**src/rtl/whac_pkg.sv**
```systemverilog
// whac_pkg: shared types and constants for the whack-a-mole game blocks.
package whac_pkg;

    typedef enum logic [1:0] {IDLE, GAP, UP} state_t;

    localparam logic [15:0] LFSR_TAPS     = 16'hB400;
    localparam int          NUM_HOLES_DEF = 6;

    // Right-shifting Galois step: the bit shifted out selects the tap mask.
    function automatic logic [15:0] lfsr_next(input logic [15:0] v);
        return (v >> 1) ^ ({16{v[0]}} & LFSR_TAPS);
    endfunction

endpackage

```
**src/rtl/mole_spawner_lfsr16.sv**
```systemverilog
// lfsr16: free-running 16-bit Galois LFSR, stepping every cycle after reset.
module lfsr16
    import whac_pkg::*;
#(
    parameter logic [15:0] SEED = 16'hACE1
) (
    input  logic        clk,
    input  logic        reset,
    output logic [15:0] value
);

    logic [15:0] value_q;

    always_ff @(posedge clk) begin
        value_q <= reset ? SEED : lfsr_next(value_q);
    end

    assign value = value_q;

endmodule

```
**src/rtl/mole_spawner.sv**
```systemverilog
// mole_spawner: spawns mole patterns, knocks them down on hits, reports round outcomes.
module mole_spawner
    import whac_pkg::*;
#(
    parameter int          NUM_HOLES    = NUM_HOLES_DEF,
    parameter int          GAP_CYCLES   = 25_000_000,
    parameter int          UP_TIME_INIT = 50_000_000,
    parameter int          UP_TIME_MIN  = 12_500_000,
    parameter int          UP_TIME_STEP = 2_500_000,
    parameter logic [15:0] LFSR_SEED    = 16'hACE1
) (
    input  logic                 clk,
    input  logic                 reset,
    input  logic                 game_in_progress,
    input  logic [NUM_HOLES-1:0] hit_holes,
    output logic [NUM_HOLES-1:0] mole_positions,
    output logic                 round_cleared,
    output logic                 round_timeout
);

    localparam int GW = $clog2(GAP_CYCLES) + 1;
    localparam int UW = $clog2(UP_TIME_INIT) + 1;
    localparam logic [GW-1:0] GAP_LAST = GW'(GAP_CYCLES - 1);

    state_t               state_q, state_d;
    logic [GW-1:0]        gap_q, gap_d;
    logic [UW-1:0]        up_cnt_q, up_cnt_d;
    logic [UW-1:0]        up_time_q, up_time_d;
    logic [NUM_HOLES-1:0] moles_q, moles_d;
    logic                 clr_q, clr_d;
    logic                 to_q, to_d;
    logic [15:0]          lfsr;
    logic [NUM_HOLES-1:0] slice, pattern, hit_left;
    logic [UW-1:0]        next_up;

    lfsr16 #(.SEED(LFSR_SEED)) u_lfsr (
        .clk   (clk),
        .reset (reset),
        .value (lfsr)
    );

    // An empty slice would spawn an invisible round, so fall back to hole 0.
    assign slice    = NUM_HOLES'(lfsr);
    assign pattern  = (slice == '0) ? NUM_HOLES'(1) : slice;
    assign hit_left = moles_q & ~hit_holes;
    assign next_up  = (32'(up_time_q) >= UP_TIME_MIN + UP_TIME_STEP)
                    ? UW'(32'(up_time_q) - UP_TIME_STEP) : UW'(UP_TIME_MIN);

    always_comb begin
        state_d   = state_q;
        gap_d     = gap_q;
        up_cnt_d  = up_cnt_q;
        up_time_d = up_time_q;
        moles_d   = moles_q;
        clr_d     = 1'b0;
        to_d      = 1'b0;
        case (state_q)
            IDLE: begin
                up_time_d = UW'(UP_TIME_INIT);
                if (game_in_progress) begin
                    state_d = GAP;
                    gap_d   = GAP_LAST;
                end
            end
            GAP: begin
                if (gap_q == '0) begin
                    state_d  = UP;
                    moles_d  = pattern;
                    up_cnt_d = up_time_q - 1'b1;
                end else begin
                    gap_d = gap_q - 1'b1;
                end
            end
            UP: begin
                // Hits land before the expiry check so a last-cycle clear still counts.
                moles_d = hit_left;
                if (hit_left == '0) begin
                    clr_d     = 1'b1;
                    up_time_d = next_up;
                    state_d   = GAP;
                    gap_d     = GAP_LAST;
                end else if (up_cnt_q == '0) begin
                    moles_d = '0;
                    to_d    = 1'b1;
                    state_d = GAP;
                    gap_d   = GAP_LAST;
                end else begin
                    up_cnt_d = up_cnt_q - 1'b1;
                end
            end
            default: state_d = IDLE;
        endcase
        if (!game_in_progress) begin
            state_d = IDLE;
            moles_d = '0;
            clr_d   = 1'b0;
            to_d    = 1'b0;
        end
    end

    always_ff @(posedge clk) begin
        if (reset) begin
            state_q   <= IDLE;
            gap_q     <= '0;
            up_cnt_q  <= '0;
            up_time_q <= UW'(UP_TIME_INIT);
            moles_q   <= '0;
            clr_q     <= 1'b0;
            to_q      <= 1'b0;
        end else begin
            state_q   <= state_d;
            gap_q     <= gap_d;
            up_cnt_q  <= up_cnt_d;
            up_time_q <= up_time_d;
            moles_q   <= moles_d;
            clr_q     <= clr_d;
            to_q      <= to_d;
        end
    end

    assign mole_positions = moles_q;
    assign round_cleared  = clr_q;
    assign round_timeout  = to_q;

endmodule

```
**config.mk**
```make
export PLATFORM = sky130hd
export DESIGN_NAME = mole_spawner
export DESIGN_NICKNAME = d
export VERILOG_FILES = /design/src/rtl/whac_pkg.sv /design/src/rtl/mole_spawner_lfsr16.sv /design/src/rtl/mole_spawner.sv
export SDC_FILE = /design/constraint.sdc
export NUM_CORES = 1
export LEC_CHECK = 0
export CAP_MARGIN = 0
export CORE_MARGIN = 2
export CORE_UTILIZATION = 55
export CTS_CLUSTER_DIAMETER = 120
export CTS_CLUSTER_SIZE = 24
export DETAILED_ROUTE_END_ITERATION = 10
export PLACE_DENSITY = 0.82
export SYNTH_ARGS = -nofsm -noshare
export SYNTH_HDL_FRONTEND = slang
export SYNTH_SLANG_ARGS = --single-unit
```
**constraint.sdc**
```tcl
create_clock -name clk -period 3.06 [get_ports clk]
set_clock_uncertainty 0.2 [all_clocks]
set_input_delay 0.612 -clock clk [delete_from_list [all_inputs] [get_ports clk]]
set_output_delay 0.612 -clock clk [all_outputs]
set_load 0.05 [all_outputs]
```
Yosys cells after proc, flatten, opt, wreduce, memory -nomap -nowiden:

Cells that the tools add are included.

* mux-type cells: 23
* $lt $le $gt $ge: 1
* $add $sub $neg: 4
* equality and inequality tests: 9
* bitwise gates (word level): 5
* reductions and logical operators: 16

Operators with widths (number)
* 27-bit 2-to-1 mux: 5
* 27-bit case mux with 2 select lines: 2
* 26-bit 2-to-1 mux: 4
* 26-bit case mux with 3 select lines: 1
* 27-bit by 1-bit subtractor with 27-bit output (second input constant): 2
* 27-bit by 24-bit >= comparator with 1-bit output (second input constant): 1
* 27-bit logical NOT: 1
* 27-bit by 22-bit subtractor with 27-bit output (second input constant): 1
* 26-bit logical NOT: 1
* 26-bit by 1-bit subtractor with 26-bit output (second input constant): 1
* 6-bit 2-to-1 mux: 4
* 15-bit by 16-bit bitwise XOR with 16-bit output: 1
* 6-bit logical NOT: 2
* 2-bit inequality test (second input constant): 6
* 6-bit case mux with 2 select lines: 1
* 4-bit AND reduction: 2
* 6-bit AND: 1
* 2-bit 2-to-1 mux: 3
* 6-bit inverter: 1
* 2-bit case mux with 3 select lines: 1
* 2-bit AND reduction: 3
* 2-bit nonzero test: 2
* 4-bit OR reduction: 1
* 3-bit inequality test (second input constant): 1
* 8 further kinds: 10

* output and inout port bits: 8
* flip-flop bits (word level): 106

Depth between registers and ports, before layout:

* depth after elaboration: 5
* mapped depth: 14
* gate-level depth less buffers: 9

Hierarchy:

A second synthesis with hierarchy kept.

* cells, all modules: 739
* area total of the unflattened synthesis: 5809.3 um2

Modules (own cells, without submodules)
* mole_spawner: instances 1, area each 5346.4 um2, cells an instance 703, seq. area each 1701.6 um2
* lfsr16: instances 1, area each 462.9 um2, cells an instance 36, seq. area each 320.3 um2

Least setup slack after synthesis:

Ideal clock, no wire load.

* kind: flip-flop to flip-flop
* from: reg state_q[1]
* to: reg up_cnt_q[26]
* library setup time: 0.132 ns
* period minus slack after synthesis: 3.388 ns
* stages on the path, launching flop included: 15
* data arrival time: 3.057 ns
* slack: -0.328 ns
* cell sequence: dfxtp_1 > nor2b_1 > clkbuf_1 > clkbuf_1 > clkbuf_1 > buf_1 > nand2_1 > ha_1 > o21ai_0 > or2_1 > clkbuf_1 > nor4_2 > a32o_1 > a22oi_1 > nor3_1

* longest elaborated chain between the ends: 3
* elaborated cells between the ends (all ways): 8
* classes of those cells: eq/ne: 5; mux: 1; reduce/logical: 2

Ends and longest elaborated chain
* from (decl): RTL line mole_spawner.sv:25 `state_t state_q, state_d;`
* from (signal assigned): RTL line mole_spawner.sv:111 `state_q <= state_d;`
* 2-bit == test or 2-bit by 1-bit == test with 1-bit output (tied branches): RTL line mole_spawner.sv:57 `case (state_q)`
* 2-bit inequality test (no source line) or 2-bit nonzero test (tied branches)
* 4-bit AND reduction (no source line)
* to (signal assigned): RTL line mole_spawner.sv:113 `up_cnt_q <= up_cnt_d;`
* to (decl): RTL line mole_spawner.sv:27 `logic [UW-1:0] up_cnt_q, up_cnt_d;`

Parallel ways exist; a longest one is shown, timed or not.
A chain may end at the register's enable or synchronous reset.

Worst setup path after layout:

* from: reg state_q[0]
* to: reg up_cnt_q[14]

Same word-level chain as after synthesis.

==> run metrics <==
post-synthesis share of cell area spent on xor and xnor gates=about 4.6%; last weighted congestion value of the routability-driven placer=roughly 0.92; CTS tree=built; total number of clock tree sinks=roughly 100; H-tree Lvls=3; final cell count without fillers=just under 900; maximum number of pins on one net before global-route repair=33; GR met1 Demand/Resource=between 30% and 40%; final sum of negative setup slack=0 ps; wire length of the first global-routing pass=25.9 mm; count of synthesis-stage warnings from yosys=0; worst r2r src=state_q[0]$_SDFFE_PP0P_; number of buffers inserted for hold repair after clock tree synthesis=0; class of the tightest hold or removal check=reg2reg; Core Rows=37; GR met2 Demand/Resource=between 40% and 50%; largest driver fanout on the critical path=8; source of the critical timing path=state_q[0]$_SDFFE_PP0P_; path depth of the worst reg2reg path=9; area of the placeable core=0.0102 mm2; sequential share of the synthesized area=35.7%; placed cell areas=slightly above 0.006 mm2; Syn Std Cell Area=0.00567 mm2; worst-case register-to-register setup slack=~150 ps; Root Driver=sky130_fd_sc_hd__clkbuf_8; required time of the critical path=between 3000 and 4000 ps; Clock power frac=between 30% and 40%; final worst path period share=a little over nine tenths; top cells by area in the synthesized netlist=sky130_fd_sc_hd__dfxtp_1 (36%), sky130_fd_sc_hd__nor2_1 (5.4%), sky130_fd_sc_hd__a21oi_1 (4.9%); top cells by count, synth=sky130_fd_sc_hd__dfxtp_1 (101), sky130_fd_sc_hd__nor2_1 (81), sky130_fd_sc_hd__nand2_1 (68); area enclosed by the die boundary=roughly 0.011 mm2; arrival time of the worst setup path=3020 ps; peak supply drop=around 0.00031 V; fmax=0.344 GHz; share of the synthesized area in the top cell type=35.7%; delay of the slowest cell on the worst path=between 500 and 600 ps; Remaining DRCs=0; Post-Place Worst Slack=between 6 and 7 ps; height of the chip=between 100 and 150 um; length of the first detailed-routing pass in iterations=8; overall die width=~110 um; number of failing setup endpoints in the final timing report=0; total setup buffers inserted after CTS=0; fraction of final layout cells with drive strength greater than 1=10.5%; WL/cell=around 18 um; post-layout instance area=around 0.0063 mm2; sink of the worst hold path=u_lfsr.value[6]$_SDFF_PP1_; maximum capacitance violations=0; total CTS buffers=9; initial core utilization=between 50 and 60%; reg-to-reg endpoint=up_cnt_q[14]$_SDFFE_PP0P_; HPWL Detailed=10.7 mm; worst hold slack across all endpoints=roughly 220 ps; clk_lat worst skew=380 ps; Combinational Power Share=between 10 and 15%; post-detailed-routing wire length=15.4 mm; type of the worst setup path=reg2reg; number of enable-type register cells in the synthesized netlist=0; GRT Total Usage=between 20% and 30%; initial antenna violation count=0; count of final max-slew check failures=0; slowest cell on the critical path=sky130_fd_sc_hd__dfxtp_1; Post-Synth Simple-Gate Area=a little over a quarter; Final Critical Period=a little under 3000 ps; Clock Tree Buf Depth=2; area leader, netlist=sky130_fd_sc_hd__dfxtp_1; Startpoint Class=register; routing usage on met3=slightly below 5%; Worst setup EP type=register; Ant. Diodes=0; switching fraction of total power=between 20% and 30%; vias in the first global route=between 5000 and 6000; Iter 0 DRT Violations=about 550; sum of overflow across all layers after global routing=0; areal power density over the cells=approximately 400 mW/mm2; source of the worst hold timing path=u_lfsr.value[7]$_SDFF_PP1_; syn nets=749; setup slack of the critical path after layout=roughly 150 ps; predominant post-synthesis flop cell=sky130_fd_sc_hd__dfxtp_1; final hold viol count=0; Gate Count Post-Synth=737; sum of internal, switching and leakage power=~2.5 mW; average footprint of a synthesized cell=between 7 and 8 um2; register clock-pin slew on the reported worst setup and hold paths=approximately 100 ps; Seq pwr share=around 56%; cell chain of the critical path=nor2b_2 -> nand2_1 -> ha_1 -> o21ai_0 -> nor2_1 -> nand3_1 -> or3_1 -> a221o_1 -> a21oi_1; # port buffers=16; area fraction in compound gates after synthesis=between 20% and 30%; number of cells traversed by the worst hold path=1; global route hottest layer=met2; nets@finish=between 700 and 800; slew of the pin with the lowest slew margin=slightly above 700 ps; post-route ant nets=0; DR vias=around 5700; number of distinct library cell variants in the gate-level netlist after synthesis=~70; proportion of synthesized flip-flops having asynchronous set or reset=0%; tightest slew margin relative to the limit=roughly 51%; status=complete, no violations; placed insts=between 800 and 900; share of synthesized area spent on multiplexers=just over 2%; I/O pin cnt=17; synthesized-area fraction occupied by adder cells=less than 1%; vias per std cell=between 6 and 7; design internal power=1.80 mW; post-layout utilization of the core=about three fifths; library cell with the highest instance count after synthesis=sky130_fd_sc_hd__dfxtp_1; Layout area overhead=10.3%; leakage dissipation=approximately 2.2 nW; total net switching power=a little under 0.7 mW; flip-flop and latch count after synthesis=a little over 100; dominant combinational cell family by area after synthesis=simple AND/OR/NAND/NOR gates
layout make-up:
| class | instances | area (um2) |
|---|---|---|
| inverters | 15 | 56.3 |
| repair buffers | 51 | 443 |
| well taps | 136 | 170 |
| multi-input cells | 558 | 3380 |
| fillers | 900 | 3930 |
| flip-flops and latches | 101 | 2020 |
| clock buffers | 11 | 141 |
| clock inverters | 5 | 41.3 |
worst max-delay path: cells and delay by family, from the launching register on:
family          cells  cell delay [ps]
flops               1              520
simple gates        5             1260
fa+ha+maj           1              180
compound gates      3              670
cell families (layout without fill, tap and decap cells):
family	count (synthesis)	count (layout)
adder cells (fa/ha/maj)	3	3
AO/OA/AOI/OAI	214	214
flip-flops	101	101
buffers and inverters	78	82
XOR/XNOR	30	30
multiplexers	11	11
AND/OR/NAND/NOR	300	300
what timing repair did:
action / in CTS / in global routing
pin swaps: 0 / 1
gates cloned: 0 / 0
gates resized for setup: 1 / 5
endpoints found under the setup margin: 2 / 18
cells in the final DEF, fill, tap and decap left out, types with 8 or more instances in the layout:
master and instances:
sky130_fd_sc_hd__a211oi_1 8, sky130_fd_sc_hd__a21oi_1 55, sky130_fd_sc_hd__a22oi_1 9, sky130_fd_sc_hd__a31oi_1 16
sky130_fd_sc_hd__buf_4 33, sky130_fd_sc_hd__clkbuf_8 10, sky130_fd_sc_hd__clkdlybuf4s50_1 15, sky130_fd_sc_hd__dfxtp_1 101
sky130_fd_sc_hd__inv_1 15, sky130_fd_sc_hd__nand2_1 67, sky130_fd_sc_hd__nand2b_1 11, sky130_fd_sc_hd__nand3_1 22
sky130_fd_sc_hd__nor2_1 81, sky130_fd_sc_hd__nor2b_1 9, sky130_fd_sc_hd__nor3_1 27, sky130_fd_sc_hd__nor4_1 15
sky130_fd_sc_hd__o2111ai_1 8, sky130_fd_sc_hd__o21ai_0 34, sky130_fd_sc_hd__o21ai_1 14, sky130_fd_sc_hd__o31ai_1 14
sky130_fd_sc_hd__or2_2 8, sky130_fd_sc_hd__or3_1 10, sky130_fd_sc_hd__xnor2_1 12, sky130_fd_sc_hd__xor2_1 18
sequential cells by signal (all words and copies together) (netlist names):
signal	count
gap_q	26
mole_positions	6
round_cleared	1
round_timeout	1
state_q	2
u_lfsr.value	16
up_cnt_q	27
up_time_q	22
how the worst max path moves through the flow:
stage                                      endpoint  depth (start not counted)
after CTS                    gap_q[14]$_SDFFE_PP0P_                          8
final                     up_cnt_q[14]$_SDFFE_PP0P_                          9
after floorplan           up_cnt_q[26]$_SDFFE_PP0P_                         14
after global placement    up_cnt_q[10]$_SDFFE_PP0P_                          7
after global routing       up_cnt_q[6]$_SDFFE_PP0P_                          8
after detailed placement  up_cnt_q[10]$_SDFFE_PP0P_                          7
power groups by stage:
stage	sequential (mW)	combinational (mW)	clock, mW
4_1_cts	1.41	0.260	0.831
2_1_floorplan	1.42	0.197	0
5_1_grt	1.41	0.297	0.886
3_3_place_gp	1.43	0.248	0
6_report	1.41	0.269	0.822
3_5_place_dp	1.44	0.259	0
routing by layer:
layer  wire (um)  share of wire (%)
met2        7370                 48
met1        6440                 42
met4         448                2.9
met3        1150                7.4
met5           0                  0
Power figures use the tool's default switching activity.
